### config.mk
export PLATFORM = sky130hd
export DESIGN_NAME = sram_mem_controller
export DESIGN_NICKNAME = d
export VERILOG_FILES = /design/src/rtl/sram_mem_controller.sv
export SDC_FILE = /design/constraint.sdc
export NUM_CORES = 1
export LEC_CHECK = 0
export CORE_MARGIN = 5
export CORE_UTILIZATION = 51
export DETAILED_ROUTE_END_ITERATION = 12
export MAX_ROUTING_LAYER = met4
export PLACE_DENSITY = 0.9
export SLEW_MARGIN = 20
export SYNTH_ARGS = -nofsm -noshare
export SYNTH_HDL_FRONTEND = slang
export SYNTH_SLANG_ARGS = --single-unit
### constraint.sdc
create_clock -name clk -period 7.7 [get_ports clk]
set_clock_uncertainty 0.2 [all_clocks]
set_input_delay 1.54 -clock clk [delete_from_list [all_inputs] [get_ports clk]]
set_output_delay 1.54 -clock clk [all_outputs]
set_load 0.02 [all_outputs]
### src/rtl/sram_mem_controller.sv
// sram_mem_controller
// Sequences 32-bit MEM-stage loads/stores onto a 16-bit asynchronous SRAM as
// two half-word phases (low half first). Each phase is held for WAIT_CYCLES
// clocks. The ready output doubles as the pipeline freeze (0 = stall).
//
// Optional build macro: SRAM_STALL_CNT_EN
//   When defined, adds stall_clr (in) and stall_count (out). stall_count is a
//   saturating count of the clocks on which ready was low.
module sram_mem_controller #(
   parameter int WAIT_CYCLES = 5,
   parameter int BASE_ADDR   = 1024,
   parameter int SRAM_ADDR_W = 18
) (
   input  logic                   clk,
   input  logic                   rst_n,
   input  logic                   mem_read,
   input  logic                   mem_write,
   input  logic [31:0]            address,
   input  logic [31:0]            write_data,
   output logic [31:0]            read_data,
   output logic                   ready,
   output logic [SRAM_ADDR_W-1:0] sram_addr,
   output logic [15:0]            sram_dq_out,
   input  logic [15:0]            sram_dq_in,
   output logic                   sram_dq_oe,
   output logic                   sram_we_n
`ifdef SRAM_STALL_CNT_EN
   ,
   input  logic                   stall_clr,
   output logic [31:0]            stall_count
`endif
);

   typedef enum logic [1:0] {
      IDLE = 2'd0,
      LO   = 2'd1,
      HI   = 2'd2,
      DONE = 2'd3
   } state_t;

   // Word index width: one SRAM address bit selects the half-word.
   localparam int          WORD_W   = SRAM_ADDR_W - 1;
   localparam logic [31:0] BASE     = 32'(BASE_ADDR);
   localparam logic [3:0]  LAST_CNT = 4'(WAIT_CYCLES - 1);
   // With a single-cycle phase there is no room for a hold cycle, so the
   // write strobe stays low for the whole phase.
   localparam bit          ONE_CYCLE_PHASE = (WAIT_CYCLES == 1);

   state_t                 state_q,       state_d;
   logic [3:0]             cnt_q,         cnt_d;
   logic                   is_write_q,    is_write_d;
   logic [WORD_W-1:0]      word_q,        word_d;
   logic [31:0]            wdata_q,       wdata_d;
   logic [31:0]            read_data_q,   read_data_d;
   logic [SRAM_ADDR_W-1:0] sram_addr_q,   sram_addr_d;
   logic [15:0]            sram_dq_out_q, sram_dq_out_d;
   logic                   sram_dq_oe_q,  sram_dq_oe_d;
   logic                   sram_we_n_q,   sram_we_n_d;

   logic                   req;
   logic [31:0]            offset;
   logic [WORD_W-1:0]      req_word;
   logic                   unused_offset_bits;

   assign req      = mem_read | mem_write;
   assign offset   = address - BASE;
   assign req_word = offset[WORD_W+1:2];
   // Byte lane bits and bits beyond the SRAM reach are intentionally dropped.
   assign unused_offset_bits = ^{offset[31:WORD_W+2], offset[1:0]};

   // ready is combinational so the pipeline freezes in the request cycle.
   assign ready = ((state_q == IDLE) && !req) || (state_q == DONE);

   assign read_data   = read_data_q;
   assign sram_addr   = sram_addr_q;
   assign sram_dq_out = sram_dq_out_q;
   assign sram_dq_oe  = sram_dq_oe_q;
   assign sram_we_n   = sram_we_n_q;

   // Next-state, capture and registered SRAM pin values.
   always_comb begin
      state_d       = state_q;
      cnt_d         = cnt_q;
      is_write_d    = is_write_q;
      word_d        = word_q;
      wdata_d       = wdata_q;
      read_data_d   = read_data_q;
      sram_addr_d   = sram_addr_q;
      sram_dq_out_d = sram_dq_out_q;
      sram_dq_oe_d  = 1'b0;
      sram_we_n_d   = 1'b1;

      case (state_q)
         IDLE: begin
            if (req) begin
               // A store wins when both strobes are asserted.
               state_d    = LO;
               cnt_d      = 4'd0;
               is_write_d = mem_write;
               word_d     = req_word;
               wdata_d    = write_data;
            end
         end
         LO: begin
            if (cnt_q == LAST_CNT) begin
               if (!is_write_q) begin
                  read_data_d[15:0] = sram_dq_in;
               end
               state_d = HI;
               cnt_d   = 4'd0;
            end else begin
               cnt_d = cnt_q + 4'd1;
            end
         end
         HI: begin
            if (cnt_q == LAST_CNT) begin
               if (!is_write_q) begin
                  read_data_d[31:16] = sram_dq_in;
               end
               state_d = DONE;
               cnt_d   = 4'd0;
            end else begin
               cnt_d = cnt_q + 4'd1;
            end
         end
         default: begin
            state_d = IDLE;
         end
      endcase

      // Pin values are derived from the state being entered so that they are
      // valid for the whole of each phase cycle straight out of a flop.
      if ((state_d == LO) || (state_d == HI)) begin
         sram_addr_d  = {word_d, (state_d == HI)};
         sram_dq_oe_d = is_write_d;
         if (is_write_d) begin
            sram_dq_out_d = (state_d == HI) ? wdata_d[31:16] : wdata_d[15:0];
            // Strobe low except on the final cycle, which holds data stable.
            sram_we_n_d   = !((cnt_d != LAST_CNT) || ONE_CYCLE_PHASE);
         end
      end
   end

   // Controller state and registered outputs; reset aborts any access.
   always_ff @(posedge clk or negedge rst_n) begin
      if (!rst_n) begin
         state_q       <= IDLE;
         cnt_q         <= 4'd0;
         is_write_q    <= 1'b0;
         word_q        <= '0;
         wdata_q       <= 32'd0;
         read_data_q   <= 32'd0;
         sram_addr_q   <= '0;
         sram_dq_out_q <= 16'd0;
         sram_dq_oe_q  <= 1'b0;
         sram_we_n_q   <= 1'b1;
      end else begin
         state_q       <= state_d;
         cnt_q         <= cnt_d;
         is_write_q    <= is_write_d;
         word_q        <= word_d;
         wdata_q       <= wdata_d;
         read_data_q   <= read_data_d;
         sram_addr_q   <= sram_addr_d;
         sram_dq_out_q <= sram_dq_out_d;
         sram_dq_oe_q  <= sram_dq_oe_d;
         sram_we_n_q   <= sram_we_n_d;
      end
   end

`ifdef SRAM_STALL_CNT_EN
   logic [31:0] stall_count_q, stall_count_d;

   assign stall_count = stall_count_q;

   // Saturating stall counter; a clear request takes priority.
   always_comb begin
      stall_count_d = stall_count_q;
      if (stall_clr) begin
         stall_count_d = 32'd0;
      end else if (!ready && (stall_count_q != 32'hFFFF_FFFF)) begin
         stall_count_d = stall_count_q + 32'd1;
      end
   end

   // Stall counter register.
   always_ff @(posedge clk or negedge rst_n) begin
      if (!rst_n) begin
         stall_count_q <= 32'd0;
      end else begin
         stall_count_q <= stall_count_d;
      end
   end
`endif

endmodule

After elaboration in Yosys (flattened, before gate mapping)
Index checks and enable logic that the tools add are counted.

word-level totals
  input port bits = 84
  logic and storage cells = 49
  register bits after elaboration = 124

cells by class
  add/sub/neg operators = 2
  muxes and demuxes = 17
  eq/ne operators = 7
  bitwise gates (word level) = 2
  reduce and logical (&&, ||, !) cells = 10

operators with widths
  operator                                                               count
  32-bit two-way mux                                                     2
  17-bit two-way mux                                                     2
  19-bit by 11-bit subtractor with 19-bit output, second input constant  1
  16-bit two-way mux                                                     1
  4-bit two-way mux                                                      2
  4-bit one-hot mux with 2 select lines                                  1
  2-bit == test, second input constant                                   3
  2-bit two-way mux                                                      3
  2-bit one-hot mux with 3 select lines                                  1
  3-bit AND reduction                                                    2
  1-bit two-way mux                                                      5
  4-bit by 1-bit adder with 4-bit output, second input constant          1
  2-bit by 1-bit == test with 1-bit output, second input constant        2
  4-bit by 3-bit == test with 1-bit output, second input constant        1
  4-bit by 3-bit != test with 1-bit output, second input constant        1
  1-bit logical NOT                                                      2
  2-bit logical NOT                                                      1
  1-bit logical OR                                                       2
  2-bit AND reduction                                                    1
  2-bit OR reduction                                                     1
  1-bit logical AND                                                      1
  1-bit inverter                                                         1
  1-bit OR                                                               1

Depth between registers and ports, before layout
Gate-level depths: netlist of the first run.

  depth in word-level cells = 7
  depth in mapped cells = 13

Worst setup path after synthesis of the first run
Ideal clock, no wire load.

  path type = input to register
  start point = input port mem_write
  end point = register sram_addr_q[10] (netlist: sram_addr[10])
  path slack = 3890 ps
  setup time = 125 ps
  data required time = 7375 ps
  buffers on the path = 3
  stages on the path = 9
  arrival time = 3486 ps
  cell sequence = o21a_1 > buf_2 > nor2_1 > o21ai_0 > nand2b_1 > ha_1 > clkbuf_1 > clkbuf_1 > mux2_2

on the way
  word-level cells in the longest chain between the ends = 5
  elaborated cells on any way between the ends = 8

ends and longest elaborated chain
  what                                                                              line  source
  start: declaration                                                                17    input logic mem_write,
  1-bit OR *                                                                        65    assign req = mem_read | mem_write;
  2-bit two-way mux                                                                 95    if (req) begin
  2-bit one-hot mux with 3 select lines                                             93    case (state_q)
  2-bit by 1-bit == test with 1-bit output / 2-bit == test (equally long branches)  133   if ((state_d == LO) || (state_d == HI)) begin
  1-bit logical OR                                                                  133
  end signal: assignment                                                            164   sram_addr_q <= sram_addr_d;
  end: declaration                                                                  55    logic [SRAM_ADDR_W-1:0] sram_addr_q, sram_addr_d;

Mark *: on every way between the ends. The rest lies on a longest branch, timed or not.
A chain may end at the register's enable or synchronous reset.

Final worst setup path of the first run
  start point = input port mem_write
  end point = output port ready

on the way
  word-level cells in the longest chain between the ends = 4

ends and longest elaborated chain
  what               line  source
  1-bit OR           65
  1-bit logical NOT  72    assign ready = ((state_q == IDLE) && !req) || (state_q == DONE);
  1-bit logical AND  72
  1-bit logical OR   72
  end: declaration   21    output logic ready,

No other way between the ends.

==> metrics.txt, run 1 <==
outcome finished clean; most frequent cells in the layout 136 x clkdlybuf4s50_1, 123 x dfrtp_1, 78 x mux2_2, 44 x nor2_1, 36 x nand2_1; RSZ-0062 raised after global routing no; Final Core Density 73.80%; area leader, netlist dfrtp_1; root buffer cell clkbuf_8; hold crit path type reg -> reg; Synth Area per Inst 12.55 µm²; Layout Nets 638; Synth top area share 60.09%; IO Pins 153; vias in the first global route 3991; Port Buf Inserts 137; max-slew violations 0; initial antenna violation count 0; n_diodes 0; worst endpoint required time 5.96 ns; post-CTS setup buffers 0; CTS tree yes; Crit-path slowest cell clkdlybuf4s50_1; min Tclk post-route 4.875 ns; dpl cells 660; Switching Share 34.91%; largest fanout on the critical path 6; cell area after synthesis 5122 µm²; HPWL Detailed 8341 µm; number of synthesis warnings 0; DRT Pass-1 Iters 4; Final TNS setup 0 ns; fmax 0.2051 GHz; Post-DP Area 6596 µm²; number of synthesized register bits 124; largest net degree at the start of global routing 74; die height 110.2 µm; largest cells by area after synthesis dfrtp_1 60%, mux2_2 17%, nor2_1 3.2%, o41ai_1 2.9%, nand2_1 2.6%; final instance area 7213 µm²; fraction of layout cells with a size suffix above 1 21.65%; commonest non-fill, non-tap cell in the layout clkdlybuf4s50_1; core outline area 9774 µm²; Net Switching 0.001161 W; WS Path Type in -> out; Top Usage Layer GRT met2; Tcrit/Tclk final 63.32%; Site Rows 36; DRC viols 0; WL final 12470 µm; Slew @ Worst Pin 1.004 ns; vias per inst 5.354; Rel. slew slack 33.07%; Flop pwr share 32.7%; Worst Setup End Kind output port; worst hold margin 0.2733 ns; # hold bufs at CTS 0; Overflow after GRT 0; via count 3705; Clk pin slew, worst setup/hold paths 0.06 ns; sequential fraction of the synthesis area 60.60%; cell count after synthesis 408; Synth cell types 41; P_leak 3.073 nW; PwrDens 460.9 nW/µm²; Non-Filler Instances 692; WL/cell 18.01 µm; die span in x 110.2 µm; Antenna Violating Nets Remaining 0; max_cap viols 0; CP peak stage delay 0.65 ns; CP cell instances clkdlybuf4s50_1 > nor2_1 > a21o_1 > clkdlybuf4s50_1; Final Hold Fails 0; First DRT Iteration DRCs 160; CTS max path bufs 2; post-CTS sizing 0; Layout area overhead 40.82%; crit path DAT 3.14 ns; startpoint types primary input; cell mode on critical path clkdlybuf4s50_1; total global-route track usage 21.99%; # setup viols final 0; M1 GR Usage 25.76%; Starting Density 52.41%; Clock Sinks 124; GP Congestion 0.8314; clk_lat worst skew 0.52 ns; met2 Usage GRT 36.53%; first-pass GRT wire length 19590 µm; VDD IR max 0.2596 mV; met3 usage 5.533%; clock power share 24.3%; Post-Syn Nets 500; Pint 0.002164 W; H-tree depth 4; Gate power share 43.1%; CTS buffer count 17; Die ar. 12150 µm²
[stage by stage]
step | power, W | setup slack (ns)
after floorplan | 0.001969 | 3.890
after global placement | 0.002455 | 2.530
after detailed placement | 0.002526 | 2.427
after CTS | 0.003345 | 2.865
after global routing | 0.003513 | 2.720
final | 0.003324 | 2.825
[cells in the mapped netlist (all sizes together)]
cell type  number
nand2b          2
a21oi           5
o21a            1
nand3b          2
o21ai          25
o41a            1
nand3           1
dfstp           1
mux2           79
buf             7
o21ba           1
o41ai          17
a22oi           1
and3b           1
dfrtp         123
nor2b           2
nor4            1
or3             1
a21o            1
o31ai           5
a211o           1
nand2          36
nor4b           1
and3            1
a21bo           1
a211oi          1
nor3b           4
ha              8
xor2            1
clkbuf         14
a31oi           3
clkinv          1
inv             8
xnor2           2
a21boi          1
or4             1
nor3            2
a22o            1
nor2           44
[critical path: cells and delay by family]
kind            cells  cell delay [ns]
buf+inv             2             1.16
simple gates        1             0.18
compound gates      1             0.25
[state kept, by name (all words and copies together) (netlist names)]
register and cells:
is_write_q 1, sram_we_n 1, state_q 2, read_data 32, wdata_q 32, word_q 17, sram_dq_oe 1, cnt_q 4
sram_addr 18, sram_dq_out 16
[metal layers]
layer	vias up	part of all wire, %
met2	96	55
met3	16	3.7
met4	0	1.5
li1	1710	-
met5	-	0
met1	1883	40
[power by group through the flow]
stage / Clock [W] / Combinational [W] / Sequential [W]
final: 0.000806 / 0.00143 / 0.00109
after global routing: 0.000846 / 0.00155 / 0.00112
after floorplan: 0 / 0.000710 / 0.00126
after CTS: 0.000815 / 0.00144 / 0.00109
after detailed placement: 0 / 0.00143 / 0.00109
after global placement: 0 / 0.00138 / 0.00108
[cell type report]
| cell class | count | area [µm²] |
|---|---|---|
| Multi-Input combinational cell | 254 | 1907 |
| Clock buffer | 22 | 473.0 |
| Timing Repair Buffer | 140 | 1391 |
| Sequential cell | 124 | 3104 |
| Inverter | 9 | 33.78 |
| Fill cell | 658 | 2561 |
| Tap cell | 133 | 166.4 |
| Clock inverter | 10 | 137.6 |
[cells by family after synthesis]
logic type               synth area share (%)
AO/OA/AOI/OAI                           8.647
multiplexers                            17.37
buffers and inverters                   2.467
AND/OR/NAND/NOR                         8.451
adder cells (fa/ha/maj)                 1.954
XOR/XNOR                               0.5130
flip-flops                              60.60
[worst paths after layout]
| path | end | slack (ns) | start | cells after the start |
|---|---|---|---|---|
| min | word_q[7]$_DFF_PN0_ | 0.27 | word_q[7]$_DFF_PN0_ | 2 |
| min in group asynchronous | wdata_q[12]$_DFF_PN0_ | 0.85 | rst_n | 1 |
| min reg2reg | word_q[7]$_DFF_PN0_ | 0.27 | word_q[7]$_DFF_PN0_ | 2 |
| max | ready | 2.82 | mem_write | 4 |
| max reg2reg | sram_addr[2]$_DFFE_PN0P_ | 4.08 | state_q[0]$_DFF_PN0_ | 8 |
| max in group asynchronous | wdata_q[14]$_DFF_PN0_ | 5.10 | rst_n | 2 |
Power figures use the tool's default switching activity.
==> inputs of run 2 (changes only) <==
--- a/config.mk
+++ b/config.mk
@@ -6,10 +6,10 @@
 export NUM_CORES = 1
 export LEC_CHECK = 0
 export CORE_MARGIN = 5
-export CORE_UTILIZATION = 51
+export CORE_UTILIZATION = 43
 export DETAILED_ROUTE_END_ITERATION = 12
 export MAX_ROUTING_LAYER = met4
-export PLACE_DENSITY = 0.9
+export PLACE_DENSITY = 0.81
 export SLEW_MARGIN = 20
 export SYNTH_ARGS = -nofsm -noshare
 export SYNTH_HDL_FRONTEND = slang
==> constraint.sdc (replaced) <==
create_clock -name clk -period 4.45 [get_ports clk]
set_clock_uncertainty 0.2 [all_clocks]
set_input_delay 0.89 -clock clk [delete_from_list [all_inputs] [get_ports clk]]
set_output_delay 0.89 -clock clk [all_outputs]
set_load 0.02 [all_outputs]
==> run 2 against run 1 <==
  * Register-to-register slack lost 2.8 ns
  * Largest power group unchanged
  * Utilization shrank 11 points
  * Largest cell class unchanged
  * Combinational power grew 73%
==> metrics.txt, run 2 (synthesis results as in run 1) <==
HPWL Detailed 8220 µm; Clk pin slew, worst setup/hold paths 0.05 ns; outcome finished clean; Crit path max-delay family buffers and inverters; Site Rows 39; total global-route track usage 18.24%; # setup viols final 0; Rel. slew slack 42.84%; crit path DAT 2.51 ns; fmax 0.2777 GHz; n_diodes 0; largest fanout on the critical path 6; WP buf/inv 2; Slew @ Worst Pin 0.8575 ns; WL final 12130 µm; die height 119.1 µm; Worst Hold Depth 2; first-pass GRT wire length 20270 µm; RSZ-0062 raised after global routing no; commonest non-fill, non-tap cell in the layout clkdlybuf4s50_1; FF-to-FF End sram_dq_out[12]$_DFFE_PN0P_; VDD IR max 0.4709 mV; reg2reg path depth 10; post-CTS sizing 0; CP cell instances clkdlybuf4s50_1 > nor2_1 > a21o_1 > clkdlybuf4s50_1; DRC viols 0; WHS Endpoint word_q[1]$_DFF_PN0_; worst endpoint required time 3.36 ns; post-CTS setup buffers 0; # hold bufs at CTS 0; Antenna Violating Nets Remaining 0; First DRT Iteration DRCs 230; Die ar. 14200 µm²; IO Pins 153; clk_lat worst skew 0.40 ns; Worst Setup End Kind output port; max-slew violations 0; min Tclk post-route 3.601 ns; stages on the worst setup path 4; via count 3767; Layout area overhead 42.57%; Clock Sinks 124; H-tree depth 4; largest net degree at the start of global routing 70; R2R Setup Slk 1.28 ns; Port Buf Inserts 137; fraction of layout cells with a size suffix above 1 21.93%; Final Core Density 63.15%; WL/cell 17.23 µm; startpoint types primary input; vias in the first global route 4101; CTS tree yes; vias per inst 5.351; r2r startpoint cnt_q[0]$_DFF_PN0_; hold_sp word_q[1]$_DFF_PN0_; most frequent cells in the layout 136 x clkdlybuf4s50_1, 123 x dfrtp_1, 78 x mux2_2, 44 x nor2_1, 36 x nand2_1; die span in x 119.1 µm; PwrDens 809.3 nW/µm²; root buffer cell clkbuf_16; Crit-path slowest cell clkdlybuf4s50_1; Overflow after GRT 0; core outline area 11560 µm²; Final Hold Fails 0; CTS max path bufs 2; GP Congestion 0.8032; WS Path Type in -> out; worst hold margin 0.2638 ns; hold crit path type reg -> reg; CP peak stage delay 0.67 ns; Final TNS setup 0 ns; Tcrit/Tclk final 80.92%; cell mode on critical path clkdlybuf4s50_1; CTS buffer count 17; Starting Density 44.29%; P_leak 3.127 nW; Layout Nets 641; initial antenna violation count 0; max_cap viols 0; DRT Pass-1 Iters 5
-- run 2: changes by cell type in the layout (fill, tap and decap cells not counted), sizes merged --
cell / before / now
clkinvlp: 5 / 1
clkbuf: 22 / 20
clkinv: 3 / 5
bufinv: 3 / 6
buf: 4 / 7
-- run 2: final cells by class --
class	count	area [µm²]
inverter	9	33.78
timing repair buffer	143	1414
clock inverter	11	215.2
tap	143	178.9
clock buffer	20	456.7
sequential	124	3104
fill	891	4262
multi-input combinational	254	1901
-- run 2: worst max-delay path by stage --
stage / from / end
after detailed placement: mem_write / sram_dq_out[11]$_DFFE_PN0P_
final: mem_write / ready
after CTS: mem_write / ready
after floorplan: mem_write / sram_addr[10]$_DFFE_PN0P_
after global placement: mem_write / sram_dq_out[10]$_DFFE_PN0P_
after global routing: mem_write / sram_dq_out[14]$_DFFE_PN0P_
-- run 2: where the power goes --
part           switching, W  internal [W]  total (W)
registers          0.000229       0.00166    0.00189
clock network      0.000476       0.00108    0.00155
logic               0.00128       0.00119    0.00247
total               0.00199       0.00392    0.00591
-- run 2: worst min-delay path, cell delays in order, from the launching register on --
cell     delay (ns)
dfrtp_1        0.32
nand2_1        0.04
nand2_1        0.07
-- run 2: metrics by stage --
stage	instance area, µm²	cells	power (W)	worst slack, ns
detailed placement	6631	673	0.004378	0.6439
global route	7303	704	0.006268	0.7664
finish	7303	704	0.005910	0.8489
CTS	7303	704	0.005970	0.8542
global placement	6631	673	0.004268	0.7556
floorplan	5122	408	0.003408	1.290
-- run 2: metal layers --
layer | wire (µm) | up-vias | part of all wire (%) | GRT usage [%]
li1 | - | 1730 | - | -
met1 | 5031 | 1885 | 41 | 21.24
met2 | 6162 | 137 | 51 | 30.20
met3 | 758 | 15 | 6.3 | 5.498
met4 | 175 | 0 | 1.4 | 6.227
met5 | 0 | - | 0 | -
==> inputs of run 3 (changes only) <==
--- a/config.mk
+++ b/config.mk
@@ -6,10 +6,10 @@
 export NUM_CORES = 1
 export LEC_CHECK = 0
 export CORE_MARGIN = 5
-export CORE_UTILIZATION = 43
+export CORE_UTILIZATION = 47
 export DETAILED_ROUTE_END_ITERATION = 12
 export MAX_ROUTING_LAYER = met4
-export PLACE_DENSITY = 0.81
+export PLACE_DENSITY = 0.84
 export SLEW_MARGIN = 20
 export SYNTH_ARGS = -nofsm -noshare
 export SYNTH_HDL_FRONTEND = slang
==> constraint.sdc (replaced) <==
create_clock -name clk -period 3.7 [get_ports clk]
set_clock_uncertainty 0.2 [all_clocks]
set_input_delay 0.74 -clock clk [delete_from_list [all_inputs] [get_ports clk]]
set_output_delay 0.74 -clock clk [all_outputs]
set_load 0.02 [all_outputs]
==> run 3 against run 2 <==
  * Worst hold slack worse by 0.21 ns
  * Worst setup slack worse by 0.36 ns
  * Critical path depth stayed put
  * Routed wire length is 1.4% higher
  * Combinational power is 23% higher
  * First-iteration DRC count stayed put
  * Final cell count stayed put
  * Design area is 0.15% lower
  * Sequential share of layout area is 0.066 points higher
  * Sequential cell count stayed put
  * Power is 19% higher
==> metrics.txt, run 3 (synthesis results as in run 1) <==
Antenna Violating Nets Remaining 0; Site Rows 38; final instance area 7292 µm²; WS Path Type in -> out; Tcrit/Tclk final 86.84%; die height 114.4 µm; GP Congestion 0.7905; WL final 12290 µm; Worst Setup End Kind output port; multi-input logic area 1901 µm²; # hold bufs at CTS 0; CTS tree yes; post-CTS setup buffers 0; vias in the first global route 4003; Port Buf Inserts 137; n_diodes 0; worst endpoint required time 2.76 ns; Clk pin slew, worst setup/hold paths 0.06 ns; dpl cells 672; largest net degree at the start of global routing 78; Slew @ Worst Pin 0.7280 ns; CTS max path bufs 2; RSZ-0062 raised after global routing no; IO Pins 153; DRC viols 0; max_cap viols 0; clk_lat worst skew 0.51 ns; Layout Nets 643; min Tclk post-route 3.213 ns; via count 3715; fraction of layout cells with a size suffix above 1 22.52%; fmax 0.3112 GHz; First DRT Iteration DRCs 230; Post-DP Area 6668 µm²; fillers 807; Final TNS setup 0 ns; CTS buffer count 17; # setup viols final 0; WL/cell 17.46 µm; core outline area 10750 µm²; Overflow after GRT 0; initial antenna violation count 0; PwrDens 965.3 nW/µm²; die span in x 114.4 µm; startpoint types primary input; Final Hold Fails 0; Final Power 0.007039 W; first-pass GRT wire length 20080 µm; HPWL Detailed 8580 µm; Clock Sinks 124; P_leak 3.120 nW; flip-flop and latch area 3104 µm²; VDD IR max 0.5099 mV; post-CTS sizing 0; Die ar. 13090 µm²; DRT Pass-1 Iters 4; total global-route track usage 20.01%; most frequent cells in the layout 136 x clkdlybuf4s50_1, 123 x dfrtp_1, 78 x mux2_2, 44 x nor2_1, 36 x nand2_1; Starting Density 47.67%; hold crit path type in -> async; H-tree depth 4; outcome finished clean; Layout area overhead 42.35%; vias per inst 5.277; Rel. slew slack 51.35%; crit path DAT 2.27 ns; largest fanout on the critical path 6; commonest non-fill, non-tap cell in the layout clkdlybuf4s50_1; Non-Filler Instances 704; root buffer cell clkbuf_8; max-slew violations 0
## run 3: cell count changes in the layout (fill, tap and decap cells not counted)
cell / change
clkbuf_8: -1
bufinv_16: -2
clkinvlp_4: +1
clkinv_2: -1
clkbuf_1: -1
inv_6: +6
clkbuf_16: -1
buf_12: +2
## run 3: final cells by class
type / count / area share (%)
Clock buffer: 17 / 5.679
Clock inverter: 15 / 2.883
Inverter: 9 / 0.4633
Multi-Input combinational cell: 254 / 26.06
Sequential cell: 124 / 42.57
Tap cell: 140 / 2.402
Timing Repair Buffer: 145 / 19.94
## run 3: final timing paths
check / from / to / slack, ns / cells past startpoint
worst max-delay path: mem_read / ready / 0.49 / 4
worst min-delay path: rst_n / read_data[16]$_DFFE_PN0P_ / 0.05 / 1
worst max register to register: state_q[0]$_DFF_PN0_ / sram_dq_out[10]$_DFFE_PN0P_ / 0.74 / 11
worst min register to register: word_q[2]$_DFF_PN0_ / word_q[2]$_DFF_PN0_ / 0.27 / 2
max in group asynchronous: rst_n / wdata_q[0]$_DFF_PN0_ / 2.43 / 2
min in group clk: word_q[2]$_DFF_PN0_ / word_q[2]$_DFF_PN0_ / 0.27 / 2
## run 3: power by group
part	internal [W]	switching (W)	leakage, nW
Clock	0.00111	0.000627	0.301
Sequential	0.00200	0.000271	1.48
Combinational	0.00147	0.00156	1.34
Total	0.00458	0.00246	3.12
## run 3: worst max-delay path: stages
cell and delay [ns]:
clkdlybuf4s50_1 0.48, nor2_1 0.16, a21o_1 0.24, clkdlybuf4s50_1 0.64
## run 3: metal layers
layer	track usage, %	vias to the layer above	share of wire (%)
li1	-	1726	-
met4	6.572	0	1.3
met5	-	-	0
met2	33.29	127	50
met3	4.440	14	5.7
met1	24.27	1848	43
## run 3: stage by stage
| stage | utilization [%] | setup WS (ns) | hold slack (ns) |
|---|---|---|---|
| detailed placement | 62.05 | 0.2772 | 0.2599 |
| CTS | 67.86 | 0.4950 | 0.05763 |
| global placement | 62.05 | 0.3806 | 0.2513 |
| floorplan | - | 0.6788 | 0.2372 |
| global route | 67.86 | 0.3832 | 0.08501 |
| finish | 67.86 | 0.4871 | 0.05117 |
